[src/rtl/audiodac_pkg.sv]
// ============================================================================
// Module : audiodac_pkg
// Brief  : Shared types, constants and ROM-table helper for the audiodac
//          multi-channel sine generator.
// Rev    : 1.0  initial release
// ============================================================================
`default_nettype none

package audiodac_pkg;

    localparam int c_DATA_W    = 16;
    localparam int c_LUT_AW    = 6;
    localparam int c_ROM_DEPTH = 2 ** c_LUT_AW;
    localparam real c_PI       = 3.14159265358979323846;

    typedef logic signed [c_DATA_W-1:0] sample_t;

    typedef enum logic [1:0] {
        c_ST_IDLE = 2'd0,
        c_ST_CALC = 2'd1,
        c_ST_DONE = 2'd2
    } state_t;

    // Sampling at bin centres keeps every entry non-zero, so negation never overflows.
    function automatic int rom_value(input int idx, input int data_w, input int lut_aw);
        real amp;
        real s;
        amp = (2.0 ** (data_w - 1)) - 1.0;
        s   = $sin(c_PI / 2.0 * (real'(idx) + 0.5) / real'(2 ** lut_aw));
        return $rtoi(amp * s + 0.5);
    endfunction

endpackage

`default_nettype wire

[src/rtl/audiodac_sinegen_rom.sv]
// ============================================================================
// Module : audiodac_sinegen_rom
// Brief  : Combinational quarter-wave sine magnitude ROM, built at elaboration.
// Rev    : 1.0  initial release
// ============================================================================
`default_nettype none

module audiodac_sinegen_rom
    import audiodac_pkg::*;
#(
    parameter int DATA_W = c_DATA_W,
    parameter int LUT_AW = c_LUT_AW
) (
    input  logic [LUT_AW-1:0] i_addr,
    output logic [DATA_W-2:0] o_mag
);

    logic [DATA_W-2:0] w_rom [2**LUT_AW];

    for (genvar i = 0; i < 2**LUT_AW; i++) begin : g_rom
        localparam int c_VAL = rom_value(i, DATA_W, LUT_AW);
        assign w_rom[i] = (DATA_W-1)'(c_VAL);
    end

    assign o_mag = w_rom[i_addr];

endmodule

`default_nettype wire

[src/rtl/audiodac_sinegen_mc.sv]
// ============================================================================
// Module : audiodac_sinegen_mc
// Brief  : Multi-channel test-tone generator: shared phase accumulator, one
//          time-multiplexed quarter-wave ROM, per-block attenuation.
// Rev    : 1.0  initial release
// ============================================================================
`default_nettype none

module audiodac_sinegen_mc
    import audiodac_pkg::*;
#(
    parameter int NCH       = 2,
    parameter int DATA_W    = c_DATA_W,
    parameter int LUT_AW    = c_LUT_AW,
    parameter int PHASE_W   = 10,
    parameter int STEP_W    = 4,
    parameter int CH_PH_OFS = 2 ** (PHASE_W - 2)
) (
    input  logic                    clk_i,
    input  logic                    rst_n_i,
    input  logic                    data_rd_i,
    input  logic                    tst_sinegen_en,
    input  logic [STEP_W-1:0]       tst_sinegen_step,
    input  logic [2:0]              tst_sinegen_atten,
    output logic [NCH*DATA_W-1:0]   data_o,
    output logic                    data_valid_o,
    output logic                    busy_o
);

    localparam int c_CH_W = (NCH > 1) ? $clog2(NCH) : 1;

    state_t                    r_state;
    state_t                    w_state_nxt;
    logic [c_CH_W-1:0]         r_ch;
    logic [PHASE_W-1:0]        r_acc;
    logic [PHASE_W-1:0]        r_ph;
    logic [STEP_W-1:0]         r_step;
    logic [2:0]                r_atten;
    logic                      r_pend;
    logic signed [DATA_W-1:0]  r_stage [NCH];
    logic [NCH*DATA_W-1:0]     r_data;

    logic                      w_req;
    logic                      w_last;
    logic                      w_start;
    logic [PHASE_W-1:0]        w_acc_upd;
    logic [1:0]                w_q;
    logic [LUT_AW-1:0]         w_a;
    logic [LUT_AW-1:0]         w_addr;
    logic [DATA_W-2:0]         w_mag;
    logic signed [DATA_W-1:0]  w_pos;
    logic signed [DATA_W-1:0]  w_val;
    logic signed [DATA_W-1:0]  w_sample;
    logic [NCH*DATA_W-1:0]     w_next_data;

    assign w_req     = r_pend | data_rd_i;
    assign w_last    = (r_ch == c_CH_W'(NCH - 1));
    assign w_start   = (w_state_nxt == c_ST_CALC) && (r_state != c_ST_CALC);
    assign w_acc_upd = r_acc + PHASE_W'(r_step);

    always_ff @(posedge clk_i or negedge rst_n_i) begin
        if (!rst_n_i) begin
            r_state <= c_ST_IDLE;
        end else begin
            r_state <= w_state_nxt;
        end
    end

    always_comb begin
        w_state_nxt = r_state;
        if (!tst_sinegen_en) begin
            w_state_nxt = c_ST_IDLE;
        end else begin
            case (r_state)
                c_ST_IDLE: if (w_req) w_state_nxt = c_ST_CALC;
                c_ST_CALC: if (w_last) w_state_nxt = c_ST_DONE;
                // A queued request restarts straight from DONE with no idle gap.
                c_ST_DONE: w_state_nxt = w_req ? c_ST_CALC : c_ST_IDLE;
                default:   w_state_nxt = c_ST_IDLE;
            endcase
        end
    end

    always_comb begin
        data_valid_o = (r_state == c_ST_DONE);
        busy_o       = (r_state != c_ST_IDLE);
    end

    // Quadrant mirror/negate around the quarter-wave table; fraction bits drop out in the shift.
    assign w_q    = r_ph[PHASE_W-1 -: 2];
    assign w_a    = LUT_AW'(r_ph >> (PHASE_W - 2 - LUT_AW));
    assign w_addr = w_q[0] ? ~w_a : w_a;

    audiodac_sinegen_rom #(
        .DATA_W (DATA_W),
        .LUT_AW (LUT_AW)
    ) u_rom (
        .i_addr (w_addr),
        .o_mag  (w_mag)
    );

    assign w_pos    = {1'b0, w_mag};
    assign w_val    = w_q[1] ? -w_pos : w_pos;
    assign w_sample = w_val >>> r_atten;

    // Last channel bypasses staging so the whole set lands in data_o on the same edge.
    for (genvar k = 0; k < NCH; k++) begin : g_pack
        if (k == NCH - 1) begin : g_last
            assign w_next_data[k*DATA_W +: DATA_W] = w_sample;
        end else begin : g_staged
            assign w_next_data[k*DATA_W +: DATA_W] = r_stage[k];
        end
    end

    always_ff @(posedge clk_i or negedge rst_n_i) begin
        if (!rst_n_i) begin
            r_ch    <= '0;
            r_acc   <= '0;
            r_ph    <= '0;
            r_step  <= '0;
            r_atten <= '0;
            r_pend  <= 1'b0;
            r_data  <= '0;
            for (int i = 0; i < NCH; i++) begin
                r_stage[i] <= '0;
            end
        end else if (!tst_sinegen_en) begin
            r_ch   <= '0;
            r_acc  <= '0;
            r_pend <= 1'b0;
            r_data <= '0;
        end else begin
            if (r_state == c_ST_DONE) begin
                r_acc <= w_acc_upd;
            end
            if (w_start) begin
                r_ph    <= (r_state == c_ST_DONE) ? w_acc_upd : r_acc;
                r_step  <= tst_sinegen_step;
                r_atten <= tst_sinegen_atten;
                r_ch    <= '0;
                r_pend  <= 1'b0;
            end else if (r_state == c_ST_CALC) begin
                r_ph          <= r_ph + PHASE_W'(CH_PH_OFS);
                r_ch          <= r_ch + c_CH_W'(1);
                r_stage[r_ch] <= w_sample;
                if (data_rd_i) begin
                    r_pend <= 1'b1;
                end
                if (w_last) begin
                    r_data <= w_next_data;
                end
            end
        end
    end

    assign data_o = r_data;

endmodule

`default_nettype wire

[config.mk]
export PLATFORM = sky130hd
export DESIGN_NAME = audiodac_sinegen_mc
export DESIGN_NICKNAME = d
export VERILOG_FILES = /design/src/rtl/audiodac_pkg.sv /design/src/rtl/audiodac_sinegen_rom.sv /design/src/rtl/audiodac_sinegen_mc.sv
export SDC_FILE = /design/constraint.sdc
export NUM_CORES = 1
export LEC_CHECK = 0
export ABC_AREA = 1
export BUFFER_PORTS_ARGS = -buffer_cell sky130_fd_sc_hd__buf_4
export CORE_MARGIN = 5
export CORE_UTILIZATION = 40
export DETAILED_ROUTE_END_ITERATION = 16
export GPL_TIMING_DRIVEN = 1
export PLACE_DENSITY = 0.64
export SETUP_SLACK_MARGIN = 0.2
export SYNTH_ARGS = -nofsm -noshare
export SYNTH_HDL_FRONTEND = slang
export SYNTH_SLANG_ARGS = --single-unit
[constraint.sdc]
create_clock -name clk_i -period 8.23 [get_ports clk_i]
set_input_delay 1.2345 -clock clk_i [delete_from_list [all_inputs] [get_ports clk_i]]
set_output_delay 1.2345 -clock clk_i [all_outputs]
set_load 0.005 [all_outputs]
==> results of run 1 <==
-- cells in the mapped netlist (13+ instances only) --
cell type	number	area, sq um
ha_1	18	225.2
o21ai_0	25	125.1
inv_1	50	187.7
a22o_1	14	122.6
dfrtp_1	77	1927
buf_2	16	80.08
a21oi_1	20	100.1
nand2_2	13	81.33
nand2_1	327	1227
nand3_1	169	845.8
nor2_1	50	187.7
-- per-stage QoR --
step | setup slack (ns) | hold WS [ns] | cells | instance area [sq um] | util [%]
4_1_cts | 4.310 | 0.4797 | 1079 | 6429 | 44.74
2_1_floorplan | 5.210 | 0.4459 | 869 | 5792 | -
6_report | 4.272 | 0.4748 | 1079 | 6429 | 44.74
5_1_grt | 3.669 | 0.4985 | 1079 | 6429 | 44.74
3_5_place_dp | 4.343 | 0.4632 | 1064 | 6156 | 42.84
3_3_place_gp | 4.389 | 0.4588 | 1064 | 6156 | 42.84
-- tightest hold or removal path: stages, from the launching register on --
cell and delay (ns):
dfrtp_1 0.35, nand2_1 0.05, nand2_1 0.04
-- flip-flops by register name, indices dropped and copies added (netlist names) --
| signal | count |
|---|---|
| r_acc | 10 |
| data_o | 32 |
| r_ch | 1 |
| r_ph | 8 |
| r_state | 2 |
| r_step | 4 |
| r_stage | 16 |
| r_atten | 3 |
| r_pend | 1 |
-- cell families after synthesis --
family,after synthesis,synth area share (%)
buffers and inverters,96,7.928
AO/OA/AOI/OAI,70,7.259
AND/OR/NAND/NOR,595,45.50
XOR/XNOR,12,1.815
adder cells (fa/ha/maj),19,4.234
flip-flops,77,33.27
-- final cells by class --
class                   count  share of cell area, %
repair buffers             49                  5.722
well taps                 184                  3.581
flip-flops and latches     77                  29.97
multi-input cells         696                  53.09
clock inverters             6                 0.7396
inverters                  58                  3.387
clock buffers               9                  3.503
-- worst min path at each step --
| stage | from | to | cells after the start |
|---|---|---|---|
| detailed placement | r_step[2]$_DFFE_PN0P_ | r_step[2]$_DFFE_PN0P_ | 2 |
| global route | data_o[17]$_DFFE_PN0P_ | data_o[17]$_DFFE_PN0P_ | 2 |
| finish | r_step[0]$_DFFE_PN0P_ | r_step[0]$_DFFE_PN0P_ | 2 |
| global placement | r_step[0]$_DFFE_PN0P_ | r_step[0]$_DFFE_PN0P_ | 2 |
| floorplan | r_step[0]$_DFFE_PN0P_ | r_step[0]$_DFFE_PN0P_ | 2 |
| CTS | r_step[2]$_DFFE_PN0P_ | r_step[2]$_DFFE_PN0P_ | 2 |
-- power breakdown --
group | leakage (nW) | internal (W) | total [W] | switching (W)
logic | 2.27 | 0.000447 | 0.00143 | 0.000979
clock network | 0.121 | 0.000204 | 0.000365 | 0.000160
registers | 1.03 | 0.000441 | 0.000511 | 0.0000705
-- metal layers --
metal / share of wire (%) / vias up / track usage (%)
met4: 2.6 / 0 / 6.534
met5: 0 / - / 0
li1: - / 2884 / -
met1: 46 / 2674 / 28.01
met2: 44 / 223 / 28.33
met3: 6.9 / 31 / 3.725
==> impl_metrics.py, run 1 <==
metrics = {
    "place": {
        "io_buffer_count": 44,
        "place.gp.congestion": 0.9179,
        "place_hpwl_microns": 11000,
    },
    "synth": {
        "ys_seq_area_share_pct": 33.27,
        "avgSynthCellArea_sq_um": 6.665,
        "ys_seq_elements": 77,
        "synth-edff-count": 0,
        "synth_warnings": 0,
        "synth_cells": 869,
        "synth_fp_nets": 899,
        "syn_area_sq_mm": 0.005792,
        "ys_types": 32,
        "yosys_most_used_dff": "dfrtp_1",
        "postSynth.asyncResetShare_pct": 100.0,
    },
    "critical_path": {
        "timing.rr.start": "r_ph[8]$_DFFE_PN0P_",
        "critPathKind": "flop to flop",
        "crit_start": "r_ph[8]$_DFFE_PN0P_",
        "crit_family": "simple AND/OR/NAND/NOR gates",
        "crit_path_top_delay_cell": "dfrtp_1",
        "worstPathCellList": "inv_2, nand2_1, nand2_1, ha_1, nand3_1, nand3_1, nand2_1, nand2_1, nand2_1, nand2_1, ha_1, inv_1, nor2_1, nand3_2, nand2_4, nand2_1, nand2_1, nand2_1, nand2_1, nand3_1, nand2_1, nand2_1, nand3_1, nand2_1",
        "crit_required_ns": 8.46,
        "r2r-end": "data_o[22]$_DFFE_PN0P_",
        "cpPeakStageDelay_ns": 0.63,
        "critical_path.endpoint_type": "flop",
        "rrSetupSlack_ns": 4.27,
        "critPathCapture": "data_o[22]$_DFFE_PN0P_",
        "r2r_cells": 24,
        "cp_num_cells": 24,
        "crit_fanout": 14,
        "cp.arrival_ns": 4.18,
        "start_kind": "flop",
        "crit_top_cell": "nand2_1",
        "cp_num_buf_inv": 2,
    },
    "layout": {
        "antenna_cells": 0,
        "drive_above_1_share_pct": 12.07,
        "final_cell_mix": "327 x nand2_1, 169 x nand3_1, 77 x dfrtp_1, 50 x inv_1",
        "multi_input_area_sq_mm": 0.003413,
        "fillers": 1500,
        "regArea_sq_mm": 0.001927,
        "nNetsFinal": 921,
        "final_common_cell": "nand2_1",
        "area_delta_synth_final_pct": 11.00,
    },
    "power_and_ir_drop": {
        "power.density_mw_per_mm2": 358.0,
        "total_power_w": 0.002301,
        "ir_worst_vdd_uv": 124.7,
        "p_leak_nw": 3.425,
    },
    "die": {
        "initial_core_util_pct": 40.31,
        "coreArea_sq_mm": 0.01437,
        "dieWidth_microns": 130.3,
        "die_y_microns": 130.3,
        "io_pins": 45,
        "rows": 44,
        "die_area_sq_mm": 0.01699,
    },
    "clocking": {
        "cts.sinks": 77,
        "ctsHtreeMaxLevel": 3,
        "cts_made_buffers": 9,
        "cts_root_buf": "clkbuf_16",
        "cts_setup_buffers": 0,
        "clockBufferDepth": 2,
        "cts.hold.buffers_added": 0,
        "cts_resized": 0,
        "clk_pin_slew_ns": 0.06,
        "clkLatencyLatePin_ns": 0.34,
        "cts_tree": "yes",
    },
    "global_routing": {
        "grt_max_degree": 78,
        "grt_overflow": 0,
        "grt_antenna_before_repair": 0,
        "grt_pass1_vias": 5330,
        "grt_pass1_wl_microns": 26480,
        "grt_usage_pct": 19.15,
    },
    "sta": {
        "slew_headroom_pct": 28.50,
        "fin_tns_setup_ns": 0,
        "fmax_ghz": 0.2526,
        "finClkSkew_ns": 0.008385,
        "setup_viol": 0,
        "rsz0062_at_grt": "false",
        "tightest_slew_ns": 1.071,
        "period_share_pct": 48.10,
        "maxSlewViolCount": 0,
        "period_minus_slack_ns": 3.958,
        "hold_viol": 0,
    },
    "drt": {
        "wire_per_inst_microns": 14.42,
        "drt_iter0_markers": 659,
        "ant_nets": 0,
        "vias_per_cell": 5.386,
        "firstDrtPassIters": 6,
        "drc": 0,
        "routed_wl_microns": 15560,
        "vias": 5812,
    },
    "run": {
        "cap_violations": 0,
    },
    "run_status": {
        "outcome": "completed",
    },
    "min_path": {
        "hold_class": "flop to flop",
    },
}
Note: power is estimated with default switching activity, not from simulation.
==> inputs of run 2 (changes only) <==
ABC_AREA = 0   (was 1)
PLACE_DENSITY = 0.65   (was 0.64)
clock period = 3.6 ns   (was 8.23 ns; I/O delays follow)
==> impl_metrics.py, run 2 <==
metrics = {
    "run_status": {
        "outcome": "finished, violations left",
        "violations": "setup timing",
    },
    "critical_path": {
        "timing.rr.start": "r_ph[8]$_DFFE_PN0P_",
        "r2r_cells": 16,
        "worstPathCellList": "xor2_4, buf_12, ha_4, buf_6, nor2_1, or3_1, a311o_1, a31oi_1, buf_4, nor2_1, a22oi_1, o221ai_4, buf_4, or3_1, o211a_1, o31ai_1",
        "rrSetupSlack_ns": -0.49,
        "crit_path_top_delay_cell": "dfrtp_2",
        "cp_num_buf_inv": 4,
        "critical_path.endpoint_type": "flop",
        "cpPeakStageDelay_ns": 0.49,
        "cp.arrival_ns": 4.33,
        "crit_required_ns": 3.84,
        "critPathKind": "flop to flop",
        "r2r-end": "r_stage[21]$_DFFE_PN0P_",
        "crit_family": "compound AO/OA/AOI/OAI gates",
        "start_kind": "flop",
        "crit_fanout": 11,
    },
    "clocking": {
        "clockBufferDepth": 2,
        "clkLatencyLatePin_ns": 0.35,
        "cts.sinks": 77,
        "cts_made_buffers": 9,
        "cts.hold.buffers_added": 0,
        "cts_root_buf": "clkbuf_16",
        "clk_pin_slew_ns": 0.07,
        "ctsHtreeMaxLevel": 3,
        "cts_tree": "yes",
    },
    "drt": {
        "wire_per_inst_microns": 22.97,
        "drt_iter0_markers": 994,
        "drc": 0,
        "routed_wl_microns": 33170,
        "ant_nets": 0,
        "vias_per_cell": 6.301,
        "firstDrtPassIters": 6,
        "vias": 9098,
    },
    "sta": {
        "rsz0062_at_grt": "true",
        "setup_viol": 30,
        "slew_headroom_pct": 35.81,
        "tightest_slew_ns": 0.9572,
        "maxSlewViolCount": 0,
        "hold_viol": 0,
        "worst_slack_ns": -0.4923,
        "finClkSkew_ns": 0.008873,
        "period_minus_slack_ns": 4.092,
        "fin_tns_setup_ns": -10.35,
        "period_share_pct": 113.7,
        "fmax_ghz": 0.2444,
    },
    "die": {
        "initial_core_util_pct": 40.72,
        "dieWidth_microns": 148.2,
        "io_pins": 45,
        "die_area_sq_mm": 0.02197,
        "rows": 50,
        "coreArea_sq_mm": 0.01877,
        "die_y_microns": 148.2,
    },
    "synth": {
        "syn_area_sq_mm": 0.007642,
        "ys_seq_elements": 77,
        "synth_warnings": 0,
        "ys_seq_area_share_pct": 25.21,
        "synth-edff-count": 0,
        "postSynth.asyncResetShare_pct": 100.0,
        "yosysTopAreaCell": "dfrtp_1",
        "synth_fp_nets": 1000,
        "synth_top_area_share_pct": 25.21,
        "yosysMostFrequentCell": "nand2_1",
        "avgSynthCellArea_sq_um": 7.879,
        "yosys_most_used_dff": "dfrtp_1",
        "synth_cells": 970,
        "netlist_top_cells_count": "104 x nand2_1, 77 x dfrtp_1, 75 x nor2_1, 59 x o21ai_0, 57 x a21oi_1",
        "ys_types": 106,
        "yosys-top-cells-area": "dfrtp_1 25%, nand2_1 5.1%, o21ai_0 3.9%",
    },
    "global_routing": {
        "grt_pass1_wl_microns": 51920,
        "grt_antenna_before_repair": 0,
        "grt_pass1_vias": 8812,
        "grt_max_degree": 50,
        "grt_overflow": 0,
        "grt_usage_pct": 29.88,
    },
    "layout": {
        "nNetsFinal": 1235,
        "final_cell_mix": "289 x buf_4, 103 x nand2_1, 74 x dfrtp_1, 72 x nor2_1, 51 x a21oi_1",
        "largest_reg_flops": 32,
        "fin_cells": 1444,
        "drive_above_1_share_pct": 37.27,
        "area_delta_synth_final_pct": 42.34,
        "final_common_cell": "buf_4",
        "antenna_cells": 0,
    },
    "run": {
        "cap_violations": 0,
    },
    "place": {
        "place.gp.congestion": 1.037,
        "dp.cells": 1409,
        "io_buffer_count": 44,
        "place_hpwl_microns": 25590,
    },
    "power_and_ir_drop": {
        "p_leak_nw": 4.661,
        "ir_worst_vdd_uv": 555.3,
        "power.density_mw_per_mm2": 860.8,
    },
    "min_path": {
        "hold_class": "primary input to async pin",
    },
}
==> run 2: changes by cell type in the layout (fill, tap and decap cells not counted), sizes merged, moves of 23 or more <==
cell    change
nor3       +23
nand2b     +30
buf       +258
nor2b      +27
nand2     -241
nand3     -143
o21ai      +35
inv        -39
a21oi      +39
==> run 2: logic make-up after synthesis <==
| group | count (synthesis) | synth area share, % |
|---|---|---|
| and+or+nand+nor | 384 | 25.98 |
| AOI/OAI and AO/OA | 349 | 33.40 |
| buffers and inverters | 103 | 6.909 |
| DFF | 77 | 25.21 |
| muxes | 20 | 3.127 |
| adders and majority gates | 19 | 3.209 |
| xor gates and xnor gates | 18 | 2.161 |
==> run 2: cell type report <==
| class | instances | area [sq um] |
|---|---|---|
| Multi-Input combinational cell | 790 | 5842 |
| Clock inverter | 7 | 66.31 |
| Inverter | 20 | 75.07 |
| Sequential cell | 77 | 1931 |
| Fill cell | 1683 | 7890 |
| Timing Repair Buffer | 307 | 2446 |
| Tap cell | 234 | 292.8 |
| Clock buffer | 9 | 225.2 |
==> run 2: worst max path at each step <==
stage | start | end | slack, ns | cells after the start
2_1_floorplan | r_ph[8]$_DFFE_PN0P_ | r_stage[19]$_DFFE_PN0P_ | -0.67 | 19
3_3_place_gp | r_ph[8]$_DFFE_PN0P_ | r_stage[19]$_DFFE_PN0P_ | -0.74 | 17
3_5_place_dp | r_ph[8]$_DFFE_PN0P_ | data_o[19]$_DFFE_PN0P_ | -0.61 | 17
4_1_cts | r_ph[8]$_DFFE_PN0P_ | r_stage[21]$_DFFE_PN0P_ | -0.40 | 15
5_1_grt | r_ph[8]$_DFFE_PN0P_ | data_o[19]$_DFFE_PN0P_ | -0.65 | 17
6_report | r_ph[8]$_DFFE_PN0P_ | r_stage[21]$_DFFE_PN0P_ | -0.49 | 16
==> run 2: repair_timing <==
action                     4_1_cts  5_1_grt
pin swaps                       31       25
gates resized for setup         66       50
buffers inserted                12        7
setup endpoints to repair       30       30
==> run 2: worst reg2reg max path, cell delays in order (launching register included) <==
cell      delay (ns)
dfrtp_2         0.49
xor2_4          0.22
buf_12          0.16
ha_4            0.32
buf_6           0.17
nor2_1          0.06
or3_1           0.37
a311o_1         0.37
a31oi_1         0.22
buf_4           0.17
nor2_1          0.07
a22oi_1         0.29
o221ai_4        0.15
buf_4           0.16
or3_1           0.35
o211a_1         0.17
o31ai_1         0.25
==> run 2: routing by layer <==
layer  up-vias  wire, microns  track usage (%)
li1       4137              -                -
met1      4340          13780            39.77
met2       515          15150            47.98
met3       106           2563            5.027
met4         0           1684            12.98
met5         -              0                0
==> run 2: metrics by stage <==
step           cell area (sq um)  total power (W)  utilization [%]  hold WS (ns)  worst slack, ns
2_1_floorplan               7770         0.004509                -        0.2444          -0.6731
3_3_place_gp                9861         0.007456            52.54        0.4654          -0.7398
3_5_place_dp                9861         0.007433            52.54        0.4722          -0.6141
4_1_cts                    10580         0.008834            56.37        0.2202          -0.3966
5_1_grt                    10880         0.009873            57.96        0.2567          -0.6540
6_report                   10880         0.009364            57.96        0.1983          -0.4923
==> run 2: power by group <==
group | total (W) | switching [W] | leakage, nW | internal, W
sequential | 0.00116 | 0.000153 | 1.02 | 0.00101
clock | 0.000882 | 0.000401 | 0.136 | 0.000481
combinational | 0.00732 | 0.00389 | 3.51 | 0.00343
==> inputs of run 3 (changes only) <==
SLEW_MARGIN = 20   (was not set)
TNS_END_PERCENT = 30   (was not set)
==> impl_metrics.py, run 3 (same netlist as run 2, synthesis figures left out) <==
metrics = {
    "layout": {
        "antenna_cells": 0,
        "final_common_cell": "buf_4",
        "nNetsFinal": 1217,
        "fillers": 1713,
        "largest_reg_flops": 32,
        "fin_cells": 1426,
        "final_cell_mix": "276 x buf_4, 103 x nand2_1, 74 x dfrtp_1, 73 x nor2_1, 54 x a21oi_1",
        "regArea_sq_mm": 0.001931,
        "area_delta_synth_final_pct": 37.62,
        "multi_input_area_sq_mm": 0.005654,
        "final_area_sq_mm": 0.01052,
        "drive_above_1_share_pct": 35.15,
        "post-route-util_pct": 56.04,
    },
    "drt": {
        "drc": 0,
        "vias": 9047,
        "drt_iter0_markers": 861,
        "firstDrtPassIters": 6,
        "ant_nets": 0,
        "routed_wl_microns": 32010,
        "wire_per_inst_microns": 22.45,
        "vias_per_cell": 6.344,
    },
    "sta": {
        "maxSlewViolCount": 0,
        "setup_viol": 30,
        "slew_headroom_pct": 33.39,
        "period_minus_slack_ns": 4.021,
        "period_share_pct": 111.7,
        "tightest_slew_ns": 0.9992,
        "finClkSkew_ns": 0.009679,
        "hold_viol": 0,
        "hold_slack_ns": 0.2370,
        "worst_slack_ns": -0.4213,
        "fmax_ghz": 0.2487,
        "rsz0062_at_grt": "true",
    },
    "die": {
        "coreArea_sq_mm": 0.01877,
        "io_pins": 45,
        "die_area_sq_mm": 0.02197,
        "rows": 50,
        "dieWidth_microns": 148.2,
        "die_y_microns": 148.2,
        "initial_core_util_pct": 40.72,
    },
    "global_routing": {
        "grt_overflow": 0,
        "grt_max_degree": 59,
        "grt_antenna_before_repair": 0,
        "grt_pass1_wl_microns": 48890,
        "grt_pass1_vias": 8546,
        "grt_usage_pct": 28.10,
    },
    "place": {
        "place.gp.congestion": 1.043,
        "dp.cells": 1396,
        "io_buffer_count": 44,
        "place_area_sq_mm": 0.009687,
        "place_hpwl_microns": 24550,
    },
    "critical_path": {
        "cp_num_cells": 17,
        "worstPathCellList": "xor2_4, inv_2, buf_6, ha_4, a211o_1, o32ai_2, o32ai_2, a2bb2oi_2, ha_2, nand4_1, buf_4, nor4_4, buf_6, a2111oi_4, a211o_1, mux4_2, o21ai_2",
        "start_kind": "flop",
        "rrSetupSlack_ns": -0.42,
        "cp_num_buf_inv": 4,
        "critPathCapture": "r_stage[19]$_DFFE_PN0P_",
        "crit_family": "compound AO/OA/AOI/OAI gates",
        "r2r-end": "r_stage[19]$_DFFE_PN0P_",
        "cpPeakStageDelay_ns": 0.50,
        "cp.arrival_ns": 4.28,
        "crit_fanout": 5,
        "crit_required_ns": 3.86,
        "critical_path.endpoint_type": "flop",
        "timing.rr.start": "r_ph[8]$_DFFE_PN0P_",
        "critPathKind": "flop to flop",
        "crit_path_top_delay_cell": "mux4_2",
        "crit_start": "r_ph[8]$_DFFE_PN0P_",
        "r2r_cells": 17,
    },
    "clocking": {
        "clkLatencyLatePin_ns": 0.35,
        "cts_root_buf": "clkbuf_16",
        "cts_made_buffers": 9,
        "cts.hold.buffers_added": 0,
        "clk_pin_slew_ns": 0.07,
        "ctsHtreeMaxLevel": 3,
        "clockBufferDepth": 2,
        "cts.sinks": 77,
        "cts_tree": "yes",
    },
    "min_path": {
        "hold_class": "primary input to async pin",
    },
    "run": {
        "cap_violations": 0,
    },
    "power_and_ir_drop": {
        "p_leak_nw": 4.528,
        "total_power_w": 0.009000,
        "power.density_mw_per_mm2": 855.7,
        "ir_worst_vdd_uv": 546.9,
    },
    "run_status": {
        "outcome": "finished, violations left",
        "violations": "setup timing",
    },
}
-- run 3: changes by cell type in the layout (fill, tap and decap cells not counted), moves of 3 or more --
cell       change
a21oi_2        -4
o21ai_1        -4
o221ai_1       +3
o2111ai_1      +3
ha_2           +3
o21ai_0        +5
a21oi_1        +3
buf_12         -4
and3_1         +3
buf_4         -13
nor3_1         +3
-- run 3: final cells by class --
type,instances,share of cell area [%]
clock buffer,9,2.141
sequential,77,18.36
tap,234,2.784
clock inverter,7,0.7852
multi-input combinational,790,53.76
timing repair buffer,289,21.46
inverter,20,0.7138
-- run 3: how the worst min path moves through the flow --
| stage | from | cells after the start | slack, ns | end |
|---|---|---|---|---|
| after floorplan | rst_n_i | 0 | 0.24 | data_o[0]$_DFFE_PN0P_ |
| after global placement | data_o[30]$_DFFE_PN0P_ | 2 | 0.47 | data_o[30]$_DFFE_PN0P_ |
| after detailed placement | data_o[31]$_DFFE_PN0P_ | 2 | 0.47 | data_o[31]$_DFFE_PN0P_ |
| after CTS | rst_n_i | 1 | 0.27 | data_o[17]$_DFFE_PN0P_ |
| after global routing | rst_n_i | 1 | 0.31 | data_o[19]$_DFFE_PN0P_ |
| final | rst_n_i | 1 | 0.24 | r_stage[25]$_DFFE_PN0P_ |
-- run 3: metal layers --
layer,GRT usage [%],routed length [microns],share of wire (%)
met1,37.78,13280,41
met2,44.58,14570,46
met3,5.759,2673,8.3
met4,10.85,1489,4.7
met5,0,0,0
-- run 3: power breakdown --
part	switching, W	leakage [nW]	internal (W)
Sequential	0.000132	1.02	0.00101
Clock	0.000395	0.145	0.000548
Combinational	0.00375	3.37	0.00317
Total	0.00428	4.53	0.00472
-- run 3: per-stage QoR --
stage	worst slack, ns	TNS, ns
2_1_floorplan	-0.6743	-14.82
4_1_cts	-0.3132	-6.730
3_5_place_dp	-0.6129	-12.81
6_report	-0.4213	-8.755
5_1_grt	-0.5338	-11.56
3_3_place_gp	-0.4182	-9.330
-- run 3: worst register-to-register path, stage by stage, from the launching register on --
cell	delay (ns)
dfrtp_2	0.49
xor2_4	0.24
inv_2	0.08
buf_6	0.13
ha_4	0.17
a211o_1	0.33
o32ai_2	0.14
o32ai_2	0.13
a2bb2oi_2	0.27
ha_2	0.24
nand4_1	0.13
buf_4	0.20
nor4_4	0.22
buf_6	0.17
a2111oi_4	0.07
a211o_1	0.31
mux4_2	0.50
o21ai_2	0.15
-- run 3: repair_timing --
| action | 4_1_cts | 5_1_grt |
|---|---|---|
| resized for setup | 26 | 65 |
| pin swaps | 16 | 39 |
| setup endpoints to repair | 30 | 30 |
| buffers inserted | 6 | 8 |
